**src/rtl/seq_det_param.sv**
```systemverilog
`default_nettype none
// ============================================================================
// Module      : seq_det_param
// Description : Parametrised serial bit-pattern detector. Pulses `out` for
//               one cycle whenever the last LEN accepted bits equal PATTERN
//               (MSB = oldest bit). Supports an input qualifier, run-time
//               overlapping / non-overlapping matching, a synchronous clear
//               and an optional saturating match counter.
//
//               Optional feature macro: SEQ_DET_CNT_EN
//                 defined   -> CNT_W-bit saturating match counter is built
//                 undefined -> no counter flops, match_cnt tied to 0
//
// Ports       : clk       - single clock, rising edge
//               rst       - asynchronous reset, active low
//               in_valid  - `in` is sampled only when high
//               in        - serial data bit
//               overlap   - 1: overlapping matches, 0: restart after match
//               clear     - synchronous clear of history, fill and counter
//               out       - registered one-cycle match pulse
//               match_cnt - matches since reset / clear (0 if no counter)
//
// Revision    : 1.0 - initial release
// ============================================================================
module seq_det_param #(
    parameter int              LEN     = 5,
    parameter logic [LEN-1:0]  PATTERN = 5'b10010,
    parameter int              CNT_W   = 8
) (
    input  logic             clk,
    input  logic             rst,
    input  logic             in_valid,
    input  logic             in,
    input  logic             overlap,
    input  logic             clear,
    output logic             out,
    output logic [CNT_W-1:0] match_cnt
);

    // fill counts accepted bits since reset/clear/non-overlapping match,
    // saturating at LEN. It is the detector state: below LEN-1 we are still
    // hunting, at LEN-1 or above the next accepted bit can complete a match.
    localparam int             FILL_W    = $clog2(LEN + 1);
    localparam logic [FILL_W-1:0] FILL_FULL = FILL_W'(LEN);
    localparam logic [FILL_W-1:0] FILL_ARM  = FILL_W'(LEN - 1);

    logic [LEN-1:0]    hist_q, hist_d;
    logic [FILL_W-1:0] fill_q, fill_d;
    logic              out_q, out_d;
    logic [LEN-1:0]    cand;
    logic              match;

    always_comb begin
        cand   = {hist_q[LEN-2:0], in};
        // Gating with fill keeps the zeroed reset history from aliasing
        // a zero-heavy pattern.
        match  = in_valid && !clear && (fill_q >= FILL_ARM) && (cand == PATTERN);

        hist_d = hist_q;
        fill_d = fill_q;
        out_d  = 1'b0;

        if (clear) begin
            hist_d = '0;
            fill_d = '0;
        end else if (in_valid) begin
            hist_d = cand;
            if (match) begin
                out_d  = 1'b1;
                fill_d = overlap ? FILL_FULL : '0;
            end else if (fill_q != FILL_FULL) begin
                fill_d = fill_q + FILL_W'(1);
            end
        end
    end

    always_ff @(posedge clk or negedge rst) begin
        if (!rst) begin
            hist_q <= '0;
            fill_q <= '0;
            out_q  <= 1'b0;
        end else begin
            hist_q <= hist_d;
            fill_q <= fill_d;
            out_q  <= out_d;
        end
    end

    assign out = out_q;

`ifdef SEQ_DET_CNT_EN
    logic [CNT_W-1:0] cnt_q, cnt_d;

    always_comb begin
        cnt_d = cnt_q;
        if (clear) begin
            cnt_d = '0;
        end else if (match && (cnt_q != {CNT_W{1'b1}})) begin
            cnt_d = cnt_q + CNT_W'(1);
        end
    end

    always_ff @(posedge clk or negedge rst) begin
        if (!rst) begin
            cnt_q <= '0;
        end else begin
            cnt_q <= cnt_d;
        end
    end

    assign match_cnt = cnt_q;
`else
    assign match_cnt = '0;
`endif

endmodule
`default_nettype wire

```
**config.mk**
```make
export PLATFORM = sky130hd
export DESIGN_NAME = seq_det_param
export DESIGN_NICKNAME = d
export VERILOG_FILES = /design/src/rtl/seq_det_param.sv
export SDC_FILE = /design/constraint.sdc
export NUM_CORES = 1
export LEC_CHECK = 0
export ABC_CLOCK_PERIOD_IN_PS = 3800
export BUFFER_PORTS_ARGS = -buffer_cell sky130_fd_sc_hd__buf_4
export CAP_MARGIN = 20
export CORE_MARGIN = 4
export CORE_UTILIZATION = 30
export DETAILED_ROUTE_END_ITERATION = 8
export PLACE_DENSITY_LB_ADDON = 0.2
export RECOVER_POWER = 50
export SYNTH_ARGS = -nofsm -noshare
export SYNTH_HDL_FRONTEND = slang
export SYNTH_SLANG_ARGS = --single-unit
```
**constraint.sdc**
```tcl
create_clock -name clk -period 3.8 [get_ports clk]
set_input_delay 0.76 -clock clk [delete_from_list [all_inputs] [get_ports clk]]
set_output_delay 0.76 -clock clk [all_outputs]
set_load 0.02 [all_outputs]
```
==> results.py <==
metrics = {
    "clocking": {
        "cts_tree": "built",
        "h-tree-depth": 1,
        "clock_latency_ns": 0.25,
        "cts_repair_resize_count": 0,
        "clk_transition_reported_paths_ns": 0.05,
        "root_buffer": "sky130_fd_sc_hd__clkbuf_4",
        "ctsHoldBuffers": 0,
        "clock_sink_count": 8,
        "cts_max_path_buffers": 2,
        "numCtsBuffers": 3,
        "cts_setup_buffers": 0,
    },
    "setup_path": {
        "sequence_of_cells_on_the_critical_path": "buf_4",
        "crit_arrival_ns": 0.75,
        "cp_max_fo": 1,
        "reg2reg_from": "hist_q[1]$_DFFE_PN0P_",
        "ff2ff_setup_slack_ns": 2.35,
        "worstSetupPathType": "reg2out",
        "crit_buf_inv": 1,
        "startpoint_types": "flop",
        "rr_endpoint": "fill_q[1]$_DFFE_PN0P_",
        "critical_path.slowest_cell": "sky130_fd_sc_hd__dfrtp_1",
        "cp-end-kind": "output port",
        "r2r.worst_path.cells": 4,
        "cell_family_contributing_the_most_delay_on_the_critical_path": "flip-flops",
        "critical-path-max-stage-delay_ns": 0.35,
        "required_ns": 3.04,
    },
    "timing": {
        "final-hold-violation-count": 0,
        "timing_limited_maximum_frequency_mhz": 661.3,
        "rsz0062_at_grt": "no",
        "report.final.setup_viol": 0,
        "timing.final.max_slew_violations": 0,
        "setup-tns-final_ns": 0,
        "finalCriticalPeriod_ns": 1.512,
        "fin_worst_skew_ns": 0.005535,
        "final_min_period_over_clock_period": 0.3980,
    },
    "route": {
        "number_of_design_rule_violations_left_after_detail_routing": 0,
        "wl_um": 835,
        "avgRoutedWirePerCell_um": 10.18,
        "drt_pre_antenna_iters": 4,
        "vias": 348,
        "vias_per_cell": 4.244,
        "route.antenna.remaining_nets": 0,
        "drt_iter0_drc": 11,
    },
    "floorplanning": {
        "die_height_um": 50.30,
        "fp.coreArea_sq_um": 1708,
        "core.rowCount": 15,
        "design.die.area_sq_um": 2530,
        "design.portCount": 15,
        "floorplan.initialDensity": 0.3143,
        "die_width_um": 50.30,
    },
    "power": {
        "power.share.combinational": 0.165,
        "cell_internal_pwr_w": 0.0001372,
        "power_switching_share": 0.2616,
        "seq_power_share": 0.501,
        "net_load_switching_power_w": 0.00004862,
        "highest_ir_drop_seen_on_vdd_mv": 0.1087,
        "power_density_nw_per_um2": 318.7,
        "clock_power_share": 0.334,
        "power.leakage_nw": 0.3139,
    },
    "synth": {
        "netlist_top_cells_area": "sky130_fd_sc_hd__dfrtp_1 (37%), sky130_fd_sc_hd__buf_4 (13%), sky130_fd_sc_hd__mux2i_1 (9.3%), sky130_fd_sc_hd__ha_1 (4.7%), sky130_fd_sc_hd__nor2_1 (4.2%)",
        "syn_area_sq_um": 536.8,
        "portion_of_synthesized_cell_area_occupied_by_the_leading_cell_type": 0.3730,
        "synthesis.yosys.warnings": 0,
        "synth_area_leader_cell": "sky130_fd_sc_hd__dfrtp_1",
        "synth-seq-cells": 8,
        "synth_cells": 52,
        "avgSynthCellArea_sq_um": 10.32,
        "ys_seq_area_frac": 0.3730,
        "post_synth_num_cell_types": 24,
    },
    "final_layout": {
        "finalNetCount": 67,
        "area_growth_pct": 8.625,
        "final_util": 0.3414,
        "antenna_cells": 0,
        "filler_cell_count": 182,
        "layout_cells_sized_above_1": 0.2456,
    },
    "grt": {
        "globalRoute.totalOverflow": 0,
        "gr-max-usage-layer": "met1",
        "pin_count_of_the_biggest_net_entering_global_routing": 12,
        "via_count_of_the_first_global_routing_pass": 320,
        "groute.layer.met3.usage": 0.02374,
        "grt_first_pass_wirelength_um": 1449,
        "grt_util_all_layers": 0.07812,
        "grt.met1_usage": 0.1034,
        "grt_antenna_before_repair": 0,
        "grtUsageMet2": 0.1000,
    },
    "worst_hold_path": {
        "timing.hold.worst.class": "in2async",
    },
    "place": {
        "gpl.final_weighted_congestion": 0.7033,
        "hpwlAfterDp_um": 639.3,
        "port-buffer-count": 6,
    },
    "run_status": {
        "outcome": "finished clean",
    },
    "job": {
        "max_cap_viol_count": 0,
    },
}
registers in the layout (all words and copies together), names as in the netlist:
register  cells
fill_q        3
hist_q        4
out           1
Yosys cell counts:
master	count
sky130_fd_sc_hd__mux2i_1	5
sky130_fd_sc_hd__a21bo_2	1
sky130_fd_sc_hd__and4bb_1	1
sky130_fd_sc_hd__o211a_1	1
sky130_fd_sc_hd__nand2b_1	1
sky130_fd_sc_hd__nand4b_1	1
sky130_fd_sc_hd__o31ai_2	1
sky130_fd_sc_hd__inv_1	1
sky130_fd_sc_hd__or2_2	1
sky130_fd_sc_hd__nand2_1	3
sky130_fd_sc_hd__conb_1	1
sky130_fd_sc_hd__dfrtp_1	8
sky130_fd_sc_hd__mux2_4	1
sky130_fd_sc_hd__nand3b_1	1
sky130_fd_sc_hd__ha_1	2
sky130_fd_sc_hd__a21o_2	1
sky130_fd_sc_hd__nor3b_1	1
sky130_fd_sc_hd__nor2_1	6
sky130_fd_sc_hd__a31oi_1	1
sky130_fd_sc_hd__clkbuf_1	2
sky130_fd_sc_hd__a311oi_1	1
sky130_fd_sc_hd__nand3_1	1
sky130_fd_sc_hd__buf_4	9
sky130_fd_sc_hd__nand3b_4	1
layout by cell type, fill, tap and decap left out, types with 2 or more instances in the layout:
| cell type | instances |
|---|---|
| sky130_fd_sc_hd__buf_4 | 5 |
| sky130_fd_sc_hd__clkbuf_4 | 3 |
| sky130_fd_sc_hd__conb_1 | 8 |
| sky130_fd_sc_hd__dfrtp_1 | 8 |
| sky130_fd_sc_hd__ha_1 | 2 |
| sky130_fd_sc_hd__mux2i_1 | 5 |
| sky130_fd_sc_hd__nand2_1 | 3 |
| sky130_fd_sc_hd__nor2_1 | 6 |
cell type report:
| type | count | area (sq um) | share of cell area |
|---|---|---|---|
| clock buffer | 3 | 22.52 | 0.03863 |
| inverter | 1 | 3.754 | 0.006438 |
| multi-input combinational | 39 | 284.0 | 0.4871 |
| sequential | 8 | 200.2 | 0.3433 |
| tap | 25 | 31.28 | 0.05365 |
| timing repair buffer | 6 | 41.29 | 0.07082 |
power by group through the flow:
stage	Combinational, W	Sequential [W]	Clock, W
detailed placement	0.0000312	0.0000946	0
global placement	0.0000312	0.0000948	0
global route	0.0000338	0.0000941	0.0000718
floorplan	0.0000317	0.0000923	0
CTS	0.0000313	0.0000932	0.0000661
finish	0.0000306	0.0000931	0.0000622
routing by layer:
metal | share of wire | wire length, um | up-vias
met5 | 0 | 0 | -
met4 | 0.030 | 25 | 0
met3 | 0.065 | 54 | 4
met2 | 0.43 | 356 | 12
met1 | 0.48 | 398 | 160
li1 | - | - | 172
through the flow:
stage	instances	hold slack [ns]	total power (W)	cell area [sq um]	worst slack (ns)
2_1_floorplan	59	0.4644	0.0001240	563.0	2.145
3_3_place_gp	79	0.5138	0.0001260	564.3	2.113
3_5_place_dp	79	0.5175	0.0001259	564.3	2.067
4_1_cts	82	0.3119	0.0001906	586.8	2.276
5_1_grt	82	0.4374	0.0001997	583.1	2.252
6_report	82	0.4140	0.0001858	583.1	2.288
kinds of logic after synthesis:
| logic type | share of synthesized area |
|---|---|
| fa+ha+maj | 0.04661 |
| mux | 0.1212 |
| buf+inv | 0.1468 |
| compound gates | 0.1049 |
| flops | 0.3730 |
| simple gates | 0.2005 |
| other cells | 0.006986 |
how the worst max path moves through the flow:
| stage | startpoint | end | slack (ns) | depth (start not counted) |
|---|---|---|---|---|
| final | out$_DFF_PN0_ | out | 2.29 | 1 |
| after global routing | out$_DFF_PN0_ | out | 2.25 | 1 |
| after CTS | out$_DFF_PN0_ | out | 2.28 | 1 |
| after detailed placement | in_valid | fill_q[1]$_DFFE_PN0P_ | 2.07 | 4 |
| after global placement | in_valid | fill_q[1]$_DFFE_PN0P_ | 2.11 | 4 |
| after floorplan | in_valid | fill_q[1]$_DFFE_PN0P_ | 2.15 | 4 |
Power figures use the tool's default switching activity.
